==> src/rtl/hazard_scoreboard_pkg.sv <==
`default_nettype none
// ============================================================================
// Module      : hazard_scoreboard_pkg
// Description : Shared types for the ID-stage hazard unit (forward selects,
//               register bank select).
// Revision    : 1.0 - initial release
// ============================================================================
package hazard_scoreboard_pkg;

    localparam int c_NUM_REGS   = 32;
    localparam int c_REG_ADDR_W = 5;

    typedef enum logic [2:0] {
        NO_FORWARD            = 3'd0,
        FWD_EX_ALU_RES_TO_ID  = 3'd1,
        FWD_MEM_ALU_RES_TO_ID = 3'd2,
        FWD_MEM_RDATA_TO_ID   = 3'd3,
        FWD_WB_ALU_RES_TO_ID  = 3'd4,
        FWD_WB_RDATA_TO_ID    = 3'd5,
        FWD_LAT_WB_TO_ID      = 3'd6
    } forward_t;

    typedef enum logic [0:0] {
        REG_BANK_X = 1'b0,
        REG_BANK_F = 1'b1
    } reg_bank_mux_t;

endpackage : hazard_scoreboard_pkg
`default_nettype wire

==> src/rtl/hazard_scoreboard_bank.sv <==
`default_nettype none
// ============================================================================
// Module      : hazard_scoreboard_bank
// Description : 32-entry pending-write vector for one register bank.
//               Flush beats set, set beats clear on the same entry.
// Revision    : 1.0 - initial release
// ============================================================================
module hazard_scoreboard_bank
    import hazard_scoreboard_pkg::*;
(
    input  logic                    clk,
    input  logic                    rst,
    input  logic                    i_flush,
    input  logic                    i_set_en,
    input  logic [c_REG_ADDR_W-1:0] i_set_addr,
    input  logic                    i_clr_en,
    input  logic [c_REG_ADDR_W-1:0] i_clr_addr,
    output logic [c_NUM_REGS-1:0]   o_pending
);

    logic [c_NUM_REGS-1:0] r_pending;

    always_ff @(posedge clk) begin
        if (rst || i_flush) begin
            r_pending <= '0;
        end else begin
            if (i_clr_en) r_pending[i_clr_addr] <= 1'b0;
            if (i_set_en) r_pending[i_set_addr] <= 1'b1;
        end
    end

    assign o_pending = r_pending;

endmodule : hazard_scoreboard_bank
`default_nettype wire

==> src/rtl/hazard_scoreboard.sv <==
`default_nettype none
// ============================================================================
// Module      : hazard_scoreboard
// Description : ID-stage forwarding select and stall generation with a
//               per-bank scoreboard of outstanding long-latency writes.
//               Optional macro HAZARD_LAT_WB_BYPASS_EN enables same-cycle
//               bypass of the long-latency writeback port.
// Revision    : 1.0 - initial release
// ============================================================================
module hazard_scoreboard
    import hazard_scoreboard_pkg::*;
#(
    parameter int                   NUM_SRC         = 3,
    parameter int                   NUM_BANKS       = 2,
    parameter int                   BANK_W          = (NUM_BANKS > 1) ? $clog2(NUM_BANKS) : 1,
    parameter logic [NUM_BANKS-1:0] ZERO_BANK_MASK  = 2'b01,
    parameter int                   MAX_OUTSTANDING = 4,
    parameter int                   CNT_W           = $clog2(MAX_OUTSTANDING + 1)
) (
    input  logic                                   clk_i,
    input  logic                                   rst_i,
    input  logic [NUM_SRC-1:0][c_REG_ADDR_W-1:0]   rs_addr_id_i,
    input  logic [NUM_SRC-1:0][BANK_W-1:0]         rs_bank_id_i,
    input  logic [NUM_SRC-1:0]                     rs_used_id_i,
    input  logic [c_REG_ADDR_W-1:0]                rd_addr_id_i,
    input  logic [BANK_W-1:0]                      rd_bank_id_i,
    input  logic                                   rd_wen_id_i,
    input  logic                                   issue_valid_i,
    input  logic                                   long_lat_id_i,
    input  logic [c_REG_ADDR_W-1:0]                rd_addr_ex_i,
    input  logic [BANK_W-1:0]                      rd_bank_ex_i,
    input  logic                                   reg_alu_wen_ex_i,
    input  logic                                   reg_mem_wen_ex_i,
    input  logic [c_REG_ADDR_W-1:0]                rd_addr_mem_i,
    input  logic [BANK_W-1:0]                      rd_bank_mem_i,
    input  logic                                   reg_alu_wen_mem_i,
    input  logic                                   reg_mem_wen_mem_i,
    input  logic [c_REG_ADDR_W-1:0]                rd_addr_wb_i,
    input  logic [BANK_W-1:0]                      rd_bank_wb_i,
    input  logic                                   reg_alu_wen_wb_i,
    input  logic                                   reg_mem_wen_wb_i,
    input  logic                                   lat_wb_valid_i,
    input  logic [c_REG_ADDR_W-1:0]                lat_wb_addr_i,
    input  logic [BANK_W-1:0]                      lat_wb_bank_i,
    input  logic                                   flush_pending_i,
    output forward_t [NUM_SRC-1:0]                 fwd_o,
    output logic                                   stall_id_o,
    output logic [CNT_W-1:0]                       pending_cnt_o,
    output logic                                   sb_full_o
);

`ifdef HAZARD_LAT_WB_BYPASS_EN
    localparam logic c_LAT_BYPASS = 1'b1;
`else
    localparam logic c_LAT_BYPASS = 1'b0;
`endif

    logic [c_NUM_REGS-1:0]  w_pend [NUM_BANKS];
    logic [NUM_BANKS-1:0]   w_set_en;
    logic [NUM_BANKS-1:0]   w_clr_en;
    logic [CNT_W-1:0]       r_cnt;
    logic                   w_full;
    logic                   w_alloc;
    logic                   w_stall;
    forward_t [NUM_SRC-1:0] w_fwd;
    logic                   w_load_use, w_raw, w_waw, w_full_stall;
    logic                   w_src_zero, w_src_pend, w_rd_pend, w_lat_rd;
    logic                   w_hit_ex, w_hit_mem, w_hit_wb, w_hit_lat;

    assign w_full  = (r_cnt == CNT_W'(MAX_OUTSTANDING));
    assign w_alloc = issue_valid_i && !w_stall && long_lat_id_i && rd_wen_id_i;

    for (genvar b = 0; b < NUM_BANKS; b++) begin : g_bank
        // Hardwired-zero entries are never tracked.
        assign w_set_en[b] = w_alloc && (rd_bank_id_i == BANK_W'(b))
                             && !(ZERO_BANK_MASK[b] && (rd_addr_id_i == '0));
        assign w_clr_en[b] = lat_wb_valid_i && (lat_wb_bank_i == BANK_W'(b));

        hazard_scoreboard_bank u_bank (
            .clk        (clk_i),
            .rst        (rst_i),
            .i_flush    (flush_pending_i),
            .i_set_en   (w_set_en[b]),
            .i_set_addr (rd_addr_id_i),
            .i_clr_en   (w_clr_en[b]),
            .i_clr_addr (lat_wb_addr_i),
            .o_pending  (w_pend[b])
        );
    end

    always_comb begin
        w_load_use = 1'b0;
        w_raw      = 1'b0;
        w_src_zero = 1'b0;
        w_src_pend = 1'b0;
        w_hit_ex   = 1'b0;
        w_hit_mem  = 1'b0;
        w_hit_wb   = 1'b0;
        w_hit_lat  = 1'b0;
        for (int s = 0; s < NUM_SRC; s++) begin
            w_fwd[s]   = NO_FORWARD;
            w_src_zero = 1'b0;
            w_src_pend = 1'b0;
            for (int b = 0; b < NUM_BANKS; b++) begin
                if (rs_bank_id_i[s] == BANK_W'(b)) begin
                    if (ZERO_BANK_MASK[b] && (rs_addr_id_i[s] == '0)) w_src_zero = 1'b1;
                    if (w_pend[b][rs_addr_id_i[s]])                    w_src_pend = 1'b1;
                end
            end
            w_hit_ex  = rs_used_id_i[s] && !w_src_zero &&
                        (rs_addr_id_i[s] == rd_addr_ex_i)  && (rs_bank_id_i[s] == rd_bank_ex_i);
            w_hit_mem = rs_used_id_i[s] && !w_src_zero &&
                        (rs_addr_id_i[s] == rd_addr_mem_i) && (rs_bank_id_i[s] == rd_bank_mem_i);
            w_hit_wb  = rs_used_id_i[s] && !w_src_zero &&
                        (rs_addr_id_i[s] == rd_addr_wb_i)  && (rs_bank_id_i[s] == rd_bank_wb_i);
            w_hit_lat = rs_used_id_i[s] && !w_src_zero && lat_wb_valid_i &&
                        (rs_addr_id_i[s] == lat_wb_addr_i) && (rs_bank_id_i[s] == lat_wb_bank_i);

            if (w_hit_ex && reg_alu_wen_ex_i)              w_fwd[s] = FWD_EX_ALU_RES_TO_ID;
            else if (w_hit_mem && reg_alu_wen_mem_i)       w_fwd[s] = FWD_MEM_ALU_RES_TO_ID;
            else if (w_hit_mem && reg_mem_wen_mem_i)       w_fwd[s] = FWD_MEM_RDATA_TO_ID;
            else if (w_hit_wb && reg_alu_wen_wb_i)         w_fwd[s] = FWD_WB_ALU_RES_TO_ID;
            else if (w_hit_wb && reg_mem_wen_wb_i)         w_fwd[s] = FWD_WB_RDATA_TO_ID;
            else if (c_LAT_BYPASS && w_hit_lat)            w_fwd[s] = FWD_LAT_WB_TO_ID;

            if (w_hit_ex && reg_mem_wen_ex_i) w_load_use = 1'b1;
            if (rs_used_id_i[s] && !w_src_zero && w_src_pend && !(c_LAT_BYPASS && w_hit_lat))
                w_raw = 1'b1;
        end
    end

    always_comb begin
        w_rd_pend = 1'b0;
        for (int b = 0; b < NUM_BANKS; b++) begin
            if ((rd_bank_id_i == BANK_W'(b)) && w_pend[b][rd_addr_id_i]) w_rd_pend = 1'b1;
        end
        w_lat_rd     = lat_wb_valid_i && (lat_wb_addr_i == rd_addr_id_i) &&
                       (lat_wb_bank_i == rd_bank_id_i);
        w_waw        = rd_wen_id_i && w_rd_pend && !(c_LAT_BYPASS && w_lat_rd);
        w_full_stall = long_lat_id_i && w_full && !(c_LAT_BYPASS && lat_wb_valid_i);
    end

    assign w_stall = w_load_use | w_raw | w_waw | w_full_stall;

    // A same-cycle allocate and writeback cancel out in the counter.
    always_ff @(posedge clk_i) begin
        if (rst_i || flush_pending_i) begin
            r_cnt <= '0;
        end else if (w_alloc && !lat_wb_valid_i) begin
            if (!w_full) r_cnt <= r_cnt + CNT_W'(1);
        end else if (!w_alloc && lat_wb_valid_i && (r_cnt != '0)) begin
            r_cnt <= r_cnt - CNT_W'(1);
        end
    end

    assign fwd_o         = w_fwd;
    assign stall_id_o    = w_stall;
    assign pending_cnt_o = r_cnt;
    assign sb_full_o     = w_full;

endmodule : hazard_scoreboard
`default_nettype wire

==> config.mk <==
export PLATFORM = sky130hd
export DESIGN_NAME = hazard_scoreboard
export DESIGN_NICKNAME = d
export VERILOG_FILES = /design/src/rtl/hazard_scoreboard_pkg.sv /design/src/rtl/hazard_scoreboard_bank.sv /design/src/rtl/hazard_scoreboard.sv
export SDC_FILE = /design/constraint.sdc
export NUM_CORES = 1
export LEC_CHECK = 0
export ABC_AREA = 0
export ABC_CLOCK_PERIOD_IN_PS = 6100
export CORE_UTILIZATION = 37
export DETAILED_ROUTE_END_ITERATION = 6
export PLACE_DENSITY = 0.63
export SLEW_MARGIN = 20
export SYNTH_ARGS = -nofsm -noshare
export SYNTH_HDL_FRONTEND = slang
export SYNTH_SLANG_ARGS = --single-unit
export TNS_END_PERCENT = 50
==> constraint.sdc <==
create_clock -name clk_i -period 6.1 [get_ports clk_i]
set_input_delay 1.525 -clock clk_i [delete_from_list [all_inputs] [get_ports clk_i]]
set_output_delay 1.525 -clock clk_i [all_outputs]
set_load 0.01 [all_outputs]
==> out/results.tsv, run 1 <==
metric	value	unit
Warnings, synthesis	0	
layout cells sized above 1	0.203	
VDD IR max	0.165	mV
reg2reg end	pending_cnt_o[2]	
Clk pin slew, worst setup/hold paths	0.06	ns
sequential area share after synthesis	0.226	
final hold violation count	0	
drt drc	0	
Gate power share	0.196	
Std-Cell Rows	45	
largest net degree at the start of global routing	36	
vias per cell	6.40	
Ports	78	
Setup crit end	stall_id_o	
fin crit period	5.91	ns
# setup viols final	0	
Core Area	15400	um^2
reg2reg start	g_bank[1].u_bank.o_pending[14]	
gp weighted congestion	0.907	
crit path max fanout	3	
max frequency	169	MHz
switching pwr	0.327	mW
Worst Path Arrival	4.38	ns
Critical Path Sink Type	primary output	
DRT iter0 DRCs	670	
final non-filler cell total	906	
Worst slew margin	0.486	
drt pass-1 iters	5	
unrepaired setup endpoints after global routing	false	
vias in the first global route	5853	
reg-to-reg slack, setup	2.45	ns
Clk network pwr share	0.464	
pre-CTS setup slack	0.0293	ns
PwrDens	175	nW/um^2
initial antenna violation count	0	
Leakage	2.47	nW
Post-DP HPWL	15700	um
maxcap violations	0	
DRT antenna net count	0	
Async SR Flop Fraction	0	
CTS tree	yes	
Hold Crit Class	reg -> reg	
Fin Clk Skew	0.00397	ns
Yosys cell types	60	
# diodes	0	
level count of the clock H-tree	3	
part of the power in registers	0.340	
Routed WL	21100	um
Int Pwr	0.963	mW
number of synthesized flops with an enable pin	0	
FILL cells	1481	
startpoint types	input port	
Critical Path RT	4.58	ns
Post-Syn Nets	696	
clk sinks	67	
status	complete, no violations	
first-pass GRT wire length	33100	um
Nets	755	
GRT overflow	0	
Longest Clk Path Bufs	2	
CP Class	in -> out	
crit share post-route	0.969	
final slew viol count	0	
Post-Route Setup TNS	0	ns
Synth Instances	631	
I/O Buffers	77	
GRT Total Usage	0.264	
worst-skew pair later-pin latency	0.34	ns
placed cell count	890	
Critical Path Source	rs_addr_id_i[7]	
Synth Flop Type	dfxtp_1	
flops & latches, synth	67	
root buffer cell	clkbuf_16	
Die Width	129	um
Hold WS	0.527	ns
die height	129	um
post-synthesis cell area	5930	um^2
WL/cell	23.3	um
Initial Utilization	0.384	
die area	16500	um^2
Setup WS post-layout	0.190	ns
R2R depth	12	
Worst Max-Slew Pin Slew	0.768	ns
via count	5801	
P&R area growth vs syn	24.3	%
TritonCTS Buffers	9	
Synth Area per Inst	9.39	um^2
switching share of power	0.253	
fin util	0.478	
[power groups by stage]
stage                     Sequential, mW  Combinational, mW  Clock, mW
after floorplan                    0.448              0.139          0
after global placement             0.448              0.245          0
after detailed placement           0.449              0.249          0
after CTS                          0.439              0.250      0.604
after global routing               0.439              0.269      0.619
final                              0.439              0.252      0.599
[critical path, stage by stage]
cell and delay, ns:
clkdlybuf4s50_1 0.54, or4_1 0.59, o31ai_2 0.27, nor4_1 0.14, or3_1 0.38, a221oi_2 0.29
nand3b_1 0.14, clkdlybuf4s50_1 0.50
[flip-flops by register name (all words and copies together), names as in the netlist]
register / flops
g_bank.u_bank.o_pending: 64
pending_cnt_o: 3
[through the flow]
step | cell area, um^2 | power (mW)
2_1_floorplan | 5930 | 0.588
3_3_place_gp | 7000 | 0.694
3_5_place_dp | 7000 | 0.697
4_1_cts | 7340 | 1.29
5_1_grt | 7370 | 1.33
6_report | 7370 | 1.29
[cells in the mapped netlist, drive strengths merged (7+ instances only)]
| master | instances | area share |
|---|---|---|
| nor2 | 26 | 0.016 |
| nor2b | 11 | 0.012 |
| or2 | 10 | 0.011 |
| xor2 | 18 | 0.027 |
| dfxtp | 67 | 0.23 |
| xnor2 | 37 | 0.055 |
| nor3 | 7 | 0.0059 |
| nand3b | 13 | 0.016 |
| mux2i | 24 | 0.041 |
| o21ai | 73 | 0.067 |
| nand4 | 12 | 0.013 |
| o211ai | 70 | 0.089 |
| mux2 | 15 | 0.028 |
| nand2 | 26 | 0.016 |
| a21oi | 8 | 0.0068 |
| mux4 | 54 | 0.21 |
| nand3 | 17 | 0.014 |
| nor4 | 10 | 0.011 |
| buf | 27 | 0.022 |
| clkbuf | 37 | 0.023 |
[cell families after synthesis]
logic type | after synthesis | synth area share
multiplexers | 93 | 0.276
AO/OA/AOI/OAI | 181 | 0.206
buffers and inverters | 68 | 0.0481
AND/OR/NAND/NOR | 166 | 0.159
flip-flops | 67 | 0.226
XOR/XNOR | 55 | 0.0813
adder cells (fa/ha/maj) | 1 | 0.00338
[worst min-delay path by stage]
stage,from,end,slack (ns),cells past startpoint
4_1_cts,g_bank[0].u_bank.o_pending[0],g_bank[0].u_bank.o_pending[0],0.52,1
3_3_place_gp,g_bank[0].u_bank.o_pending[0],g_bank[0].u_bank.o_pending[0],0.49,1
6_report,g_bank[0].u_bank.o_pending[0],g_bank[0].u_bank.o_pending[0],0.53,1
5_1_grt,g_bank[0].u_bank.o_pending[0],g_bank[0].u_bank.o_pending[0],0.56,1
2_1_floorplan,g_bank[0].u_bank.o_pending[0],g_bank[0].u_bank.o_pending[0],0.47,1
3_5_place_dp,g_bank[0].u_bank.o_pending[0],g_bank[0].u_bank.o_pending[0],0.52,1
[cells in the final DEF, fill, tap and decap left out, types with 3 or more instances in the layout]
cell	synthesis	layout
a221oi_1	3	3
inv_1	4	4
buf_12	0	3
o21ai_1	17	17
nor2_1	26	25
mux2i_1	24	24
or4_1	4	4
o211ai_1	70	70
nor2b_1	11	11
buf_4	0	29
nand2_1	26	26
o21ai_0	48	48
a22oi_1	3	3
nand2b_1	3	3
nand4_1	12	12
mux4_1	3	3
a21oi_1	8	8
a31oi_1	5	4
bufinv_16	0	3
xnor2_1	37	37
nor3_1	7	7
mux2_2	15	15
clkdlybuf4s50_1	0	75
nor3b_1	4	4
and2_1	5	5
or3_1	5	5
nand3_1	17	17
mux4_2	51	51
nor4_1	10	10
buf_6	2	3
a311oi_1	3	3
clkbuf_16	0	9
o21ai_2	8	8
nand3b_1	13	13
dfxtp_1	67	67
xor2_1	18	18
or2_2	8	8
[area by class of cell]
class | count | area [um^2] | area share
flip-flops and latches | 67 | 1340 | 0.182
well taps | 211 | 264 | 0.0358
repair buffers | 112 | 1090 | 0.148
clock buffers | 11 | 243 | 0.0329
multi-input cells | 496 | 4320 | 0.586
clock inverters | 5 | 100 | 0.0136
inverters | 4 | 15.0 | 0.00204
[timing repair]
| action | in CTS | in global routing |
|---|---|---|
| endpoints found under the setup margin | 0 | 1 |
| hold endpoints to repair | 0 | 0 |
| buffers inserted | 0 | 0 |
| hold buffers | 0 | 0 |
| resized for setup | 0 | 7 |
[routing by layer]
metal,up-vias,GRT usage,share of wire
met3,55,0.0482,0.090
met4,0,0.111,0.032
li1,2590,-,-
met2,340,0.432,0.46
met1,2816,0.343,0.42
met5,-,0,0
No activity file was read; power rests on OpenSTA's default activity.
==> run 2: changes to the inputs <==
- MAX_ROUTING_LAYER: unset -> met4
==> run 2 against run 1 <==
Sequential cell count did not move. Clock-buffer cell count up 2. Power fell by 12%. Clock power is 26% lower. Critical path depth stayed put. Die area unchanged. Sequential power is essentially flat. Routed wire length grew 1.1%. Combinational power about the same. Hold slack better by 0.011 ns. Worst setup slack lost 0.061 ns.
==> out/results.tsv, run 2 (synthesis results as in run 1) <==
metric	value	unit	change
status	complete, no violations		
Leakage	2.40	nW	-2.7%
reg2reg start	g_bank[1].u_bank.o_pending[5]		
die area	16500	um^2	unchanged
first-pass GRT wire length	32900	um	-0.58%
Clk pin slew, worst setup/hold paths	0.05	ns	about the same
Die Width	129	um	unchanged
layout cells sized above 1	0.194		-0.00867
I/O Buffers	77		unchanged
Core Area	15400	um^2	unchanged
PwrDens	157	nW/um^2	-11%
clk sinks	67		unchanged
final non-filler cell total	901		-0.55%
drt pass-1 iters	5		unchanged
Hold EP	g_bank[0].u_bank.o_pending[0]		
crit path max fanout	5		+2
GRT overflow	0		unchanged
initial antenna violation count	0		unchanged
Worst Max-Slew Pin Slew	0.776	ns	+0.00708 ns
Nets	753		-0.26%
max frequency	167	MHz	-1.0%
Critical Path Source	rs_addr_id_i[5]		
CP cell instances	clkdlybuf4s50_1, mux4_2, mux2_2, a2111oi_2, nor3_1, a31oi_1, nand3b_1, clkdlybuf4s50_1		
maxcap violations	0		unchanged
reg2reg end	pending_cnt_o[2]		
placed cell count	888		-0.22%
Routed WL	21300	um	+1.1%
post-CTS setup buffers	0		unchanged
CP dominant cell by count	clkdlybuf4s50_1		
crit share post-route	0.979		+0.0101
worst-skew pair later-pin latency	0.33	ns	about the same
Initial Utilization	0.384		unchanged
via count	5880		+1.4%
# diodes	0		unchanged
DRT iter0 DRCs	678		+1.2%
Worst Path Arrival	4.45	ns	+0.07 ns
VDD IR max	0.148	mV	-11%
Setup WS post-layout	0.129	ns	-0.0615 ns
gp weighted congestion	0.925		+2.1%
CTS tree	yes		
reg-to-reg slack, setup	2.44	ns	about the same
Worst slew margin	0.482		-0.00473
die height	129	um	unchanged
CP max stage delay	0.66	ns	+0.07 ns
Longest Clk Path Bufs	2		unchanged
# setup viols final	0		unchanged
Post-Route Setup TNS	0	ns	unchanged
WL/cell	23.7	um	+1.6%
startpoint types	input port		
Critical Path RT	4.58	ns	about the same
commonest non-fill, non-tap cell in the layout	clkdlybuf4s50_1		
level count of the clock H-tree	3		unchanged
Fin Clk Skew	0.00671	ns	+0.00274 ns
largest net degree at the start of global routing	36		unchanged
Post-DP HPWL	15700	um	+0.10%
vias in the first global route	5815		-0.65%
pre-CTS setup slack	0.0360	ns	+0.00675 ns
Critical Path Sink Type	primary output		
Hold Crit Class	reg -> reg		
final hold violation count	0		unchanged
CP max stage cell	clkdlybuf4s50_1		
root buffer cell	clkbuf_16		
HP Start	g_bank[0].u_bank.o_pending[0]		
vias per cell	6.53		+1.9%
DRT antenna net count	0		unchanged
TritonCTS Buffers	9		unchanged
hold depth	1		unchanged
GRT Total Usage	0.270		+0.00623
R2R depth	12		unchanged
Ports	78		unchanged
fin crit period	5.97	ns	+0.0615 ns
max reg flops	64		unchanged
P&R area growth vs syn	22.3	%	
drt drc	0		unchanged
Std-Cell Rows	45		unchanged
final slew viol count	0		unchanged
commonest non-fill, non-tap cells in the layout	clkdlybuf4s50_1, o211ai_1, dfxtp_1, mux4_2, o21ai_0		
CP Class	in -> out		
[run 2: cell types whose count changed in the layout (fill, tap and decap cells not counted)]
cell             previous run  this run
a31oi_2                     1         0
a2111oi_1                   1         0
bufinv_16                   3         0
clkbuf_1                    1         3
buf_4                      29        28
dlymetal6s2s_1              2         1
a2111oi_2                   0         1
buf_6                       3         2
clkdlybuf4s50_1            75        76
a31oi_1                     4         5
clkinv_2                    2         0
[run 2: worst max path at each step]
| stage | endpoint | slack (ns) | depth (start not counted) |
|---|---|---|---|
| finish | stall_id_o | 0.13 | 8 |
| global route | stall_id_o | -0.02 | 8 |
| CTS | stall_id_o | 0.02 | 8 |
| detailed placement | stall_id_o | 0.04 | 8 |
| global placement | stall_id_o | 0.10 | 8 |
| floorplan | stall_id_o | 1.00 | 8 |
[run 2: area by class of cell]
cell class	count	area (um^2)
inverter	4	15.0
clock buffer	13	250
tap	211	264
timing repair buffer	110	1070
sequential	67	1340
fill	1490	8180
multi-input combinational	496	4320
[run 2: metal layers]
layer	wire length, um	share of wire	global-route usage	vias to the layer above
li1	-	-	-	2590
met1	8980	0.42	0.338	2915
met2	10100	0.48	0.442	337
met3	1690	0.079	0.0432	38
met4	503	0.024	0.0941	0
met5	0	0	-	-
[run 2: through the flow]
stage | utilization | instance area (um^2) | hold WS (ns) | power (mW)
after floorplan | - | 5930 | 0.473 | 0.588
after global placement | 0.453 | 6990 | 0.491 | 0.694
after detailed placement | 0.453 | 6990 | 0.520 | 0.696
after CTS | 0.469 | 7240 | 0.531 | 1.14
after global routing | 0.470 | 7250 | 0.554 | 1.17
final | 0.470 | 7250 | 0.539 | 1.14
[run 2: repair_timing]
item	in CTS	in global routing
hold buffers	0	0
gates resized for setup	0	5
setup endpoints to repair	0	4
[run 2: power breakdown]
group	internal, mW	switching, mW
logic	0.115	0.137
clock network	0.279	0.164
registers	0.439	0.000873
total	0.833	0.303
[run 2: critical path: cells and delay by family]
family,cells,cell delay (ns)
buffers and inverters,2,1.17
AOI/OAI and AO/OA,2,0.65
muxes,2,0.84
and+or+nand+nor,2,0.26
